<file path="src/rtl/jogador_grade.sv">
// Light-cycle player engine: advances the head one cell per tick, checks the arena
// walls and the shared trail RAM, and marks every visited cell with PLAYER_ID.
module jogador_grade #(
    parameter logic [7:0] PLAYER_ID = 8'h01,
    parameter int CELL      = 8,
    parameter int H_CELLS   = 80,
    parameter int START_CX  = 27,
    parameter int START_CY  = 30,
    parameter int START_DIR = 0,
    parameter int CX_MIN    = 2,
    parameter int CX_MAX    = 77,
    parameter int CY_MIN    = 2,
    parameter int CY_MAX    = 57,
    parameter int TICK_DIV  = 1000000,
    parameter int ADDR_W    = 13
) (
    input  logic              VGA_CLK,
    input  logic              reset,
    input  logic              reiniciar,
    input  logic              pausa,
    input  logic              key_ah,
    input  logic              key_h,
    input  logic [9:0]        next_x,
    input  logic [9:0]        next_y,
    output logic              rd_req,
    output logic [ADDR_W-1:0] rd_addr,
    input  logic              rd_valid,
    input  logic [7:0]        rd_data,
    output logic              wr_req,
    output logic [ADDR_W-1:0] wr_addr,
    output logic [7:0]        wr_data,
    input  logic              wr_ack,
    output logic [6:0]        cx,
    output logic [5:0]        cy,
    output logic [1:0]        sentido,
    output logic              fim_de_jogo,
    output logic [1:0]        colisao,
    output logic              sprite_on
);

    localparam int CNT_W = (TICK_DIV > 1) ? $clog2(TICK_DIV) : 1;
    localparam logic [CNT_W-1:0] CNT_LAST = CNT_W'(TICK_DIV - 1);
    localparam int SHIFT = $clog2(CELL);
    localparam logic signed [8:0] X_LO = 9'(CX_MIN);
    localparam logic signed [8:0] X_HI = 9'(CX_MAX);
    localparam logic signed [8:0] Y_LO = 9'(CY_MIN);
    localparam logic signed [8:0] Y_HI = 9'(CY_MAX);

    typedef enum logic [2:0] {
        S_INIT, S_IDLE, S_CALC, S_BOUND, S_READ, S_WRITE, S_DEAD
    } state_t;

    state_t state, state_nx;

    logic [CNT_W-1:0] tick_cnt;
    logic             tick_pend;
    logic             counting, tick_wrap;
    logic             key_h_s, key_h_q, key_ah_s, key_ah_q;
    logic             fall_h, fall_ah;
    logic             turn_valid;
    logic [1:0]       turn;
    logic [1:0]       dir_next;
    logic signed [8:0] cx_s, cy_s, nx_calc, ny_calc;
    logic signed [8:0] nx, ny;
    logic             out_of_bounds;

    function automatic logic [ADDR_W-1:0] cell_addr(input int x, input int y);
        int a;
        a = y * H_CELLS + x;
        return a[ADDR_W-1:0];
    endfunction

    assign counting  = (state != S_DEAD) && !pausa;
    assign tick_wrap = (tick_cnt == CNT_LAST);

    always_ff @(posedge VGA_CLK or negedge reset) begin
        if (!reset) begin
            tick_cnt  <= '0;
            tick_pend <= 1'b0;
        end else begin
            if (counting)
                tick_cnt <= tick_wrap ? '0 : tick_cnt + 1'b1;
            if (reiniciar)
                tick_pend <= 1'b0;
            else if (counting && tick_wrap)
                tick_pend <= 1'b1;
            else if (state == S_IDLE)
                tick_pend <= 1'b0;
        end
    end

    // Buttons are asynchronous: one sync stage, then falling-edge detect on the synced copy.
    assign fall_h  = key_h_q & ~key_h_s;
    assign fall_ah = key_ah_q & ~key_ah_s;

    always_ff @(posedge VGA_CLK or negedge reset) begin
        if (!reset) begin
            key_h_s    <= 1'b1;
            key_h_q    <= 1'b1;
            key_ah_s   <= 1'b1;
            key_ah_q   <= 1'b1;
            turn_valid <= 1'b0;
            turn       <= 2'd0;
        end else begin
            key_h_s  <= key_h;
            key_h_q  <= key_h_s;
            key_ah_s <= key_ah;
            key_ah_q <= key_ah_s;
            if (reiniciar) begin
                turn_valid <= 1'b0;
            end else if ((!turn_valid || state == S_CALC) && (fall_h ^ fall_ah)) begin
                turn_valid <= 1'b1;
                turn       <= fall_h ? 2'd1 : 2'd3;
            end else if (state == S_CALC) begin
                turn_valid <= 1'b0;
            end
        end
    end

    assign dir_next = turn_valid ? sentido + turn : sentido;
    assign cx_s     = signed'({2'b00, cx});
    assign cy_s     = signed'({3'b000, cy});

    always_comb begin
        nx_calc = cx_s;
        ny_calc = cy_s;
        case (dir_next)
            2'd0:    nx_calc = cx_s + 9'sd1;
            2'd1:    ny_calc = cy_s + 9'sd1;
            2'd2:    nx_calc = cx_s - 9'sd1;
            default: ny_calc = cy_s - 9'sd1;
        endcase
    end

    assign out_of_bounds = (nx < X_LO) || (nx > X_HI) || (ny < Y_LO) || (ny > Y_HI);

    always_comb begin
        state_nx = state;
        case (state)
            S_INIT:  if (wr_ack) state_nx = S_IDLE;
            S_IDLE:  if (tick_pend) state_nx = S_CALC;
            S_CALC:  state_nx = S_BOUND;
            S_BOUND: state_nx = out_of_bounds ? S_DEAD : S_READ;
            S_READ:  if (rd_valid) state_nx = (rd_data != 8'h00) ? S_DEAD : S_WRITE;
            S_WRITE: if (wr_ack) state_nx = S_IDLE;
            S_DEAD:  state_nx = S_DEAD;
            default: state_nx = S_INIT;
        endcase
        if (reiniciar)
            state_nx = S_INIT;
    end

    // Requests are registered from the next state so they are low in reset and drop right after valid/ack.
    always_ff @(posedge VGA_CLK or negedge reset) begin
        if (!reset) begin
            state   <= S_INIT;
            rd_req  <= 1'b0;
            wr_req  <= 1'b0;
            cx      <= 7'(START_CX);
            cy      <= 6'(START_CY);
            sentido <= 2'(START_DIR);
            colisao <= 2'd0;
            nx      <= 9'(START_CX);
            ny      <= 9'(START_CY);
        end else begin
            state  <= state_nx;
            rd_req <= (state_nx == S_READ);
            wr_req <= (state_nx == S_INIT) || (state_nx == S_WRITE);
            if (reiniciar) begin
                cx      <= 7'(START_CX);
                cy      <= 6'(START_CY);
                sentido <= 2'(START_DIR);
                colisao <= 2'd0;
            end else begin
                case (state)
                    S_CALC: begin
                        sentido <= dir_next;
                        nx      <= nx_calc;
                        ny      <= ny_calc;
                    end
                    S_BOUND: if (out_of_bounds) colisao <= 2'd1;
                    S_READ:  if (rd_valid && rd_data != 8'h00) colisao <= 2'd2;
                    S_WRITE: if (wr_ack) begin
                        cx <= nx[6:0];
                        cy <= ny[5:0];
                    end
                    default: ;
                endcase
            end
        end
    end

    assign rd_addr     = cell_addr(int'(nx), int'(ny));
    assign wr_addr     = (state == S_WRITE) ? rd_addr : cell_addr(int'(cx), int'(cy));
    assign wr_data     = PLAYER_ID;
    assign fim_de_jogo = (state == S_DEAD);

    always_ff @(posedge VGA_CLK or negedge reset) begin
        if (!reset)
            sprite_on <= 1'b0;
        else
            sprite_on <= (10'(next_x >> SHIFT) == 10'(cx)) && (10'(next_y >> SHIFT) == 10'(cy));
    end

endmodule

</file>
<file path="config.mk">
export PLATFORM = sky130hd
export DESIGN_NAME = jogador_grade
export DESIGN_NICKNAME = d
export VERILOG_FILES = /design/src/rtl/jogador_grade.sv
export SDC_FILE = /design/constraint.sdc
export NUM_CORES = 1
export LEC_CHECK = 0
export ABC_CLOCK_PERIOD_IN_PS = 2500
export BUFFER_PORTS_ARGS = -buffer_cell sky130_fd_sc_hd__buf_2
export CELL_PAD_IN_SITES_DETAIL_PLACEMENT = 0
export CELL_PAD_IN_SITES_GLOBAL_PLACEMENT = 2
export CORE_UTILIZATION = 31
export CTS_BUF_LIST = sky130_fd_sc_hd__clkbuf_4 sky130_fd_sc_hd__clkbuf_8 sky130_fd_sc_hd__clkbuf_16
export DETAILED_ROUTE_END_ITERATION = 10
export HOLD_SLACK_MARGIN = 0.02
export PLACE_DENSITY_LB_ADDON = 0.1
export SYNTH_ARGS = -nofsm -noshare
export SYNTH_HDL_FRONTEND = slang
export SYNTH_SLANG_ARGS = --single-unit
</file>
<file path="constraint.sdc">
create_clock -name VGA_CLK -period 2.5 [get_ports VGA_CLK]
set_input_delay 0.125 -clock VGA_CLK [delete_from_list [all_inputs] [get_ports VGA_CLK]]
set_output_delay 0.125 -clock VGA_CLK [all_outputs]
set_load 0.02 [all_outputs]
</file>
# Word-level counts from Yosys, hierarchy flattened
# Cells that the tools add are included.
# classes
n_addsub	8
n_mux	31
n_reduce_logical	28
bitwise_logic	6
n_mul	2
n_eq_ne	16
magnitude_cmp	4
# ops
op	count
9-bit case mux with 2 select lines	2
7-bit 2-to-1 mux	3
20-bit by 1-bit adder with 20-bit output (second input constant)	1
20-bit equality test (second input constant)	1
20-bit 2-to-1 mux	1
9-bit by 3-bit less-than comparator with 1-bit output (second input constant)	2
2-bit 2-to-1 mux	9
6-bit 2-to-1 mux	3
3-bit case mux with 6 select lines	1
3-bit equality test (second input constant)	5
13-bit by 7-bit adder with 13-bit output	1
13-bit by 9-bit adder with 13-bit output	1
13-bit 2-to-1 mux	1
3-bit 2-to-1 mux	4
9-bit by 7-bit greater-than comparator with 1-bit output (second input constant)	1
9-bit by 8-bit greater-than comparator with 1-bit output (second input constant)	1
6-bit by 3-bit multiplier with 9-bit output (second input constant)	1
9-bit by 4-bit multiplier with 9-bit output (second input constant)	1
3-bit != test (second input constant)	3
3-bit nonzero test	3
7-bit by 1-bit adder with 8-bit output (second input constant)	1
8-bit nonzero test	1
7-bit by 1-bit subtractor with 8-bit output (second input constant)	1
6-bit by 1-bit adder with 7-bit output (second input constant)	1
other kinds (22)	46
# totals
output_inout_bits	55
ff_bits	69
in_bits	36
wordCells	113

# Depth between registers and ports, before layout
# depth
word_depth	9
depth_mapped	14
mapped_depth_nobuf	14

# Worst setup path before layout
# OpenSTA, ideal clock, no wires.
# synth_path
path_type	register -> output
startpoint	reg ny[1]
endpoint	out wr_addr[11]
required_ns	2.375
arrival_ns	2.962
path_slack_ns	-0.587
path_buffers	0
stages_incl_launch_ff	13
cell_sequence	dfstp_2 ha_1 ha_1 inv_1 fa_1 inv_1 ha_1 o21a_1 nor2_1 a21oi_1 o31a_1 xor2_1 mux2_2
# synth_between
elab_chain_cells	3
# synth_lines
item	line	text
start, declared	64	logic signed [8:0] nx, ny;
start signal, assigned	164	ny <= 9'(START_CY);
start signal, assigned	179	ny <= ny_calc;
9-bit by 4-bit multiplier with 9-bit output	69	a = y * H_CELLS + x;
13-bit by 9-bit adder with 13-bit output	69	
net rd_addr[11]	26	output logic [ADDR_W-1:0] rd_addr,
13-bit 2-to-1 mux	194	assign wr_addr = (state == S_WRITE) ? rd_addr : cell_addr(int'(cx), int'(cy));
end, declared	30	output logic [ADDR_W-1:0] wr_addr,
# The timed path passes the listed nets, and every way through them passes these cells.

# Worst setup path in the final report
# layout_path
startpoint	reg ny[1]
endpoint	out wr_addr[11]
# layout_between
elab_chain_cells	3
# layout_lines
item	line
9-bit by 4-bit multiplier with 9-bit output	69
13-bit by 9-bit adder with 13-bit output	69
13-bit 2-to-1 mux	194
# No other way between the ends.

==> qor.yml <==
cts_made_buffers: 9
fin_nets: 744
clock-sinks: 68
cp_common_cell: "ha_4"
max-slew-margin-rel_pct: 40.0
clock_tree.buffer_depth: 2
die_h_um: 128
hold_path_class: "input pin to asynchronous set/reset pin"
synth_edf_count: 0
rows: 45
syn_avg_cell_area_um2: 9.06
grt_pass1_vias: 4220
synth_top_area_share_pct: 24.4
cts_tree: "yes"
n_antenna_cell: 0
grt_pass1_wl_um: 21600
clkTransAtPathRegs_ps: 60
ios: 91
rsz0062_at_grt: "yes"
worstPathCellList: "ha_4 > ha_4 > inv_2 > fa_2 > inv_2 > ha_4 > o21a_1 > nor2_1 > a21oi_2 > o31a_1 > xor2_2 > mux2_4 > buf_6"
place_ws_ps: -492
ys_seq_elements: 68
syn_inst: 544
die_x_um: 128
start_util_pct: 32.1
dieArea_mm2: 0.0164
yosys-top-cells-count: "dfrtp_1 (48), nand2_1 (48), o21ai_0 (42)"
routed_wl_um: 13200
drive_gt1_share_pct: 33.2
insertion_delay_ps: 340
area_growth_pct: 31.6
gp_congestion: 0.794
grt_max_degree: 69
finalMaxSlewViolations: 0
htreeDepth: 3
ys_warn_count: 0
vias: 4240
tns_ps: -5160
ys_seq_area_share_pct: 35.0
fmax_mhz: 309
min_period_over_period_pct: 129
post_drt_wl_per_cell_um: 15.0
drt_first_pass_iters: 4
worstPathRequired_ps: 2380
dp.cells: 864
antenna_found_initial: 0
synth.distinct_cells: 65
slowest_delay_ps: 550
clock_skew_ps: 8.14
crit_slowest_cell: "dfstp_2"
maxCapViolations: 0
violations: "negative hold slack, negative setup slack"
placed_cell_area_mm2: 0.00598
drt-initial-drc-count: 134
portBuffers: 76
critPathKind: "register to primary output"
vdd_drop_max_mv: 0.303
final_util_pct: 42.2
setup_viol: 10
synthTopCellsByArea: "dfrtp_1 (24%), dfstp_2 (11%), ha_1 (9.4%)"
yosys.area.top_type: "dfrtp_1"
grt.overflow.total: 0
core_area_mm2: 0.0154
outcome: "finished with violations"
root_buffer: "clkbuf_16"
p_per_area_mw_per_mm2: 475
cp-start-kind: "register"
hpwl_um: 10200
period_needed_ps: 3230
critPathArrivalTime_ps: 3110
p_leak_nw: 3.00
netlist_area_mm2: 0.00493
grt_usage_pct: 17.0
setup_ws_ps: -731
ys.flop_type: "dfrtp_1"
final_antenna_net_count: 0
path_max_fanout: 3
finalHoldViolations: 9
fin_area_mm2: 0.00649
viasPerCell: 4.80
hold_ws_ps: -15.2
worst_slew_pin_slew_ps: 901
end_kind: "primary output"
async_flop_share_pct: 100
route.detailed.drc: 0
instances_no_fill: 883
-- critical path: cells and delay by family, from the launching register on --
kind / cells / cell delay, ps
flip-flops: 1 / 550
AO/OA/AOI/OAI: 3 / 430
XOR/XNOR: 1 / 160
multiplexers: 1 / 280
adder cells (fa/ha/maj): 4 / 980
AND/OR/NAND/NOR: 1 / 120
buffers and inverters: 3 / 250
-- power breakdown --
group          switching, W  total [W]  internal, W
registers         0.0000816    0.00126      0.00118
logic              0.000301   0.000545     0.000244
clock network      0.000470    0.00128     0.000805
-- cells by family after synthesis --
| kind of cell | share of synthesized area, % |
|---|---|
| xor gates and xnor gates | 12.2 |
| DFF | 35.0 |
| muxes | 1.98 |
| AOI/OAI and AO/OA | 14.1 |
| adders and majority gates | 11.0 |
| and+or+nand+nor | 19.3 |
| other | 0.152 |
| buffers and inverters | 6.29 |
-- registers in the layout, indices dropped and copies added (netlist names) --
name / cells
wr_req: 1
cx: 7
key_ah_q: 1
key_h_q: 1
state: 3
nx: 9
key_ah_s: 1
tick_cnt: 20
sentido: 2
key_h_s: 1
tick_pend: 1
cy: 6
ny: 8
rd_req: 1
turn_valid: 1
sprite_on: 1
turn: 2
colisao: 2
-- layout make-up --
| class | count | area (um2) |
|---|---|---|
| inverters | 27 | 101 |
| clock inverters | 4 | 51.3 |
| fillers | 1521 | 8880 |
| flip-flops and latches | 68 | 1730 |
| multi-input cells | 418 | 3160 |
| well taps | 211 | 264 |
| repair buffers | 143 | 936 |
| clock buffers | 12 | 248 |
-- stage by stage --
step / hold slack [ps] / total power (W)
after global placement: 230 / 0.00180
after floorplan: -171 / 0.00162
after CTS: 38.3 / 0.00313
after global routing: 54.4 / 0.00326
final: -15.2 / 0.00308
after detailed placement: 231 / 0.00181
-- placed cells by master, fill, tap and decap left out, drive strengths merged, types with 4 or more instances in the layout --
cell type,netlist,routed
xor2,27,27
xnor2,39,39
ha,37,37
and3,7,7
nor4b,5,5
nand4,5,5
a21o,7,7
buf,23,140
nor2b,10,10
fa,4,4
nor2,40,40
a21oi,29,29
dfrtp,48,48
conb,2,8
nand3,16,16
mux2,6,6
o21ai,43,43
and4,4,4
clkbuf,14,12
nand2,48,48
nand2b,8,8
or3,4,4
nor3,14,14
or4,7,7
inv,27,27
nor4,6,6
dfstp,20,20
-- worst paths after layout --
path / start / to / slack [ps] / depth (start not counted)
hold reg to reg: key_h_s$_DFF_PN1_ / key_h_q$_DFF_PN1_ / 370 / 0
max in group asynchronous: reset / state[1]$_DFF_PN0_ / 1920 / 2
setup / recovery: ny[1]$_DFFE_PN1P_ / wr_addr[11] / -730 / 13
hold / removal: reset / tick_cnt[10]$_DFFE_PN0P_ / -20 / 2
min in group VGA_CLK: next_y[3] / sprite_on$_DFF_PN0_ / 80 / 4
setup reg to reg: sentido[0]$_DFFE_PN0P_ / ny[6]$_DFFE_PN0P_ / 270 / 6
-- routing by layer --
layer / up-vias / track usage (%) / share of wire, %
li1: 2126 / - / -
met1: 2033 / 22.2 / 48
met2: 66 / 28.4 / 48
met3: 15 / 3.30 / 2.9
met4: 0 / 4.78 / 1.3
met5: - / 0 / 0
-- what timing repair did --
action	CTS	global route
pin swaps	7	2
endpoints found under the setup margin	11	12
gates resized for setup	24	13
hold buffers	3	0
setup buffers	1	1
hold endpoints to repair	3	0
No activity file was read; power rests on OpenSTA's default activity.
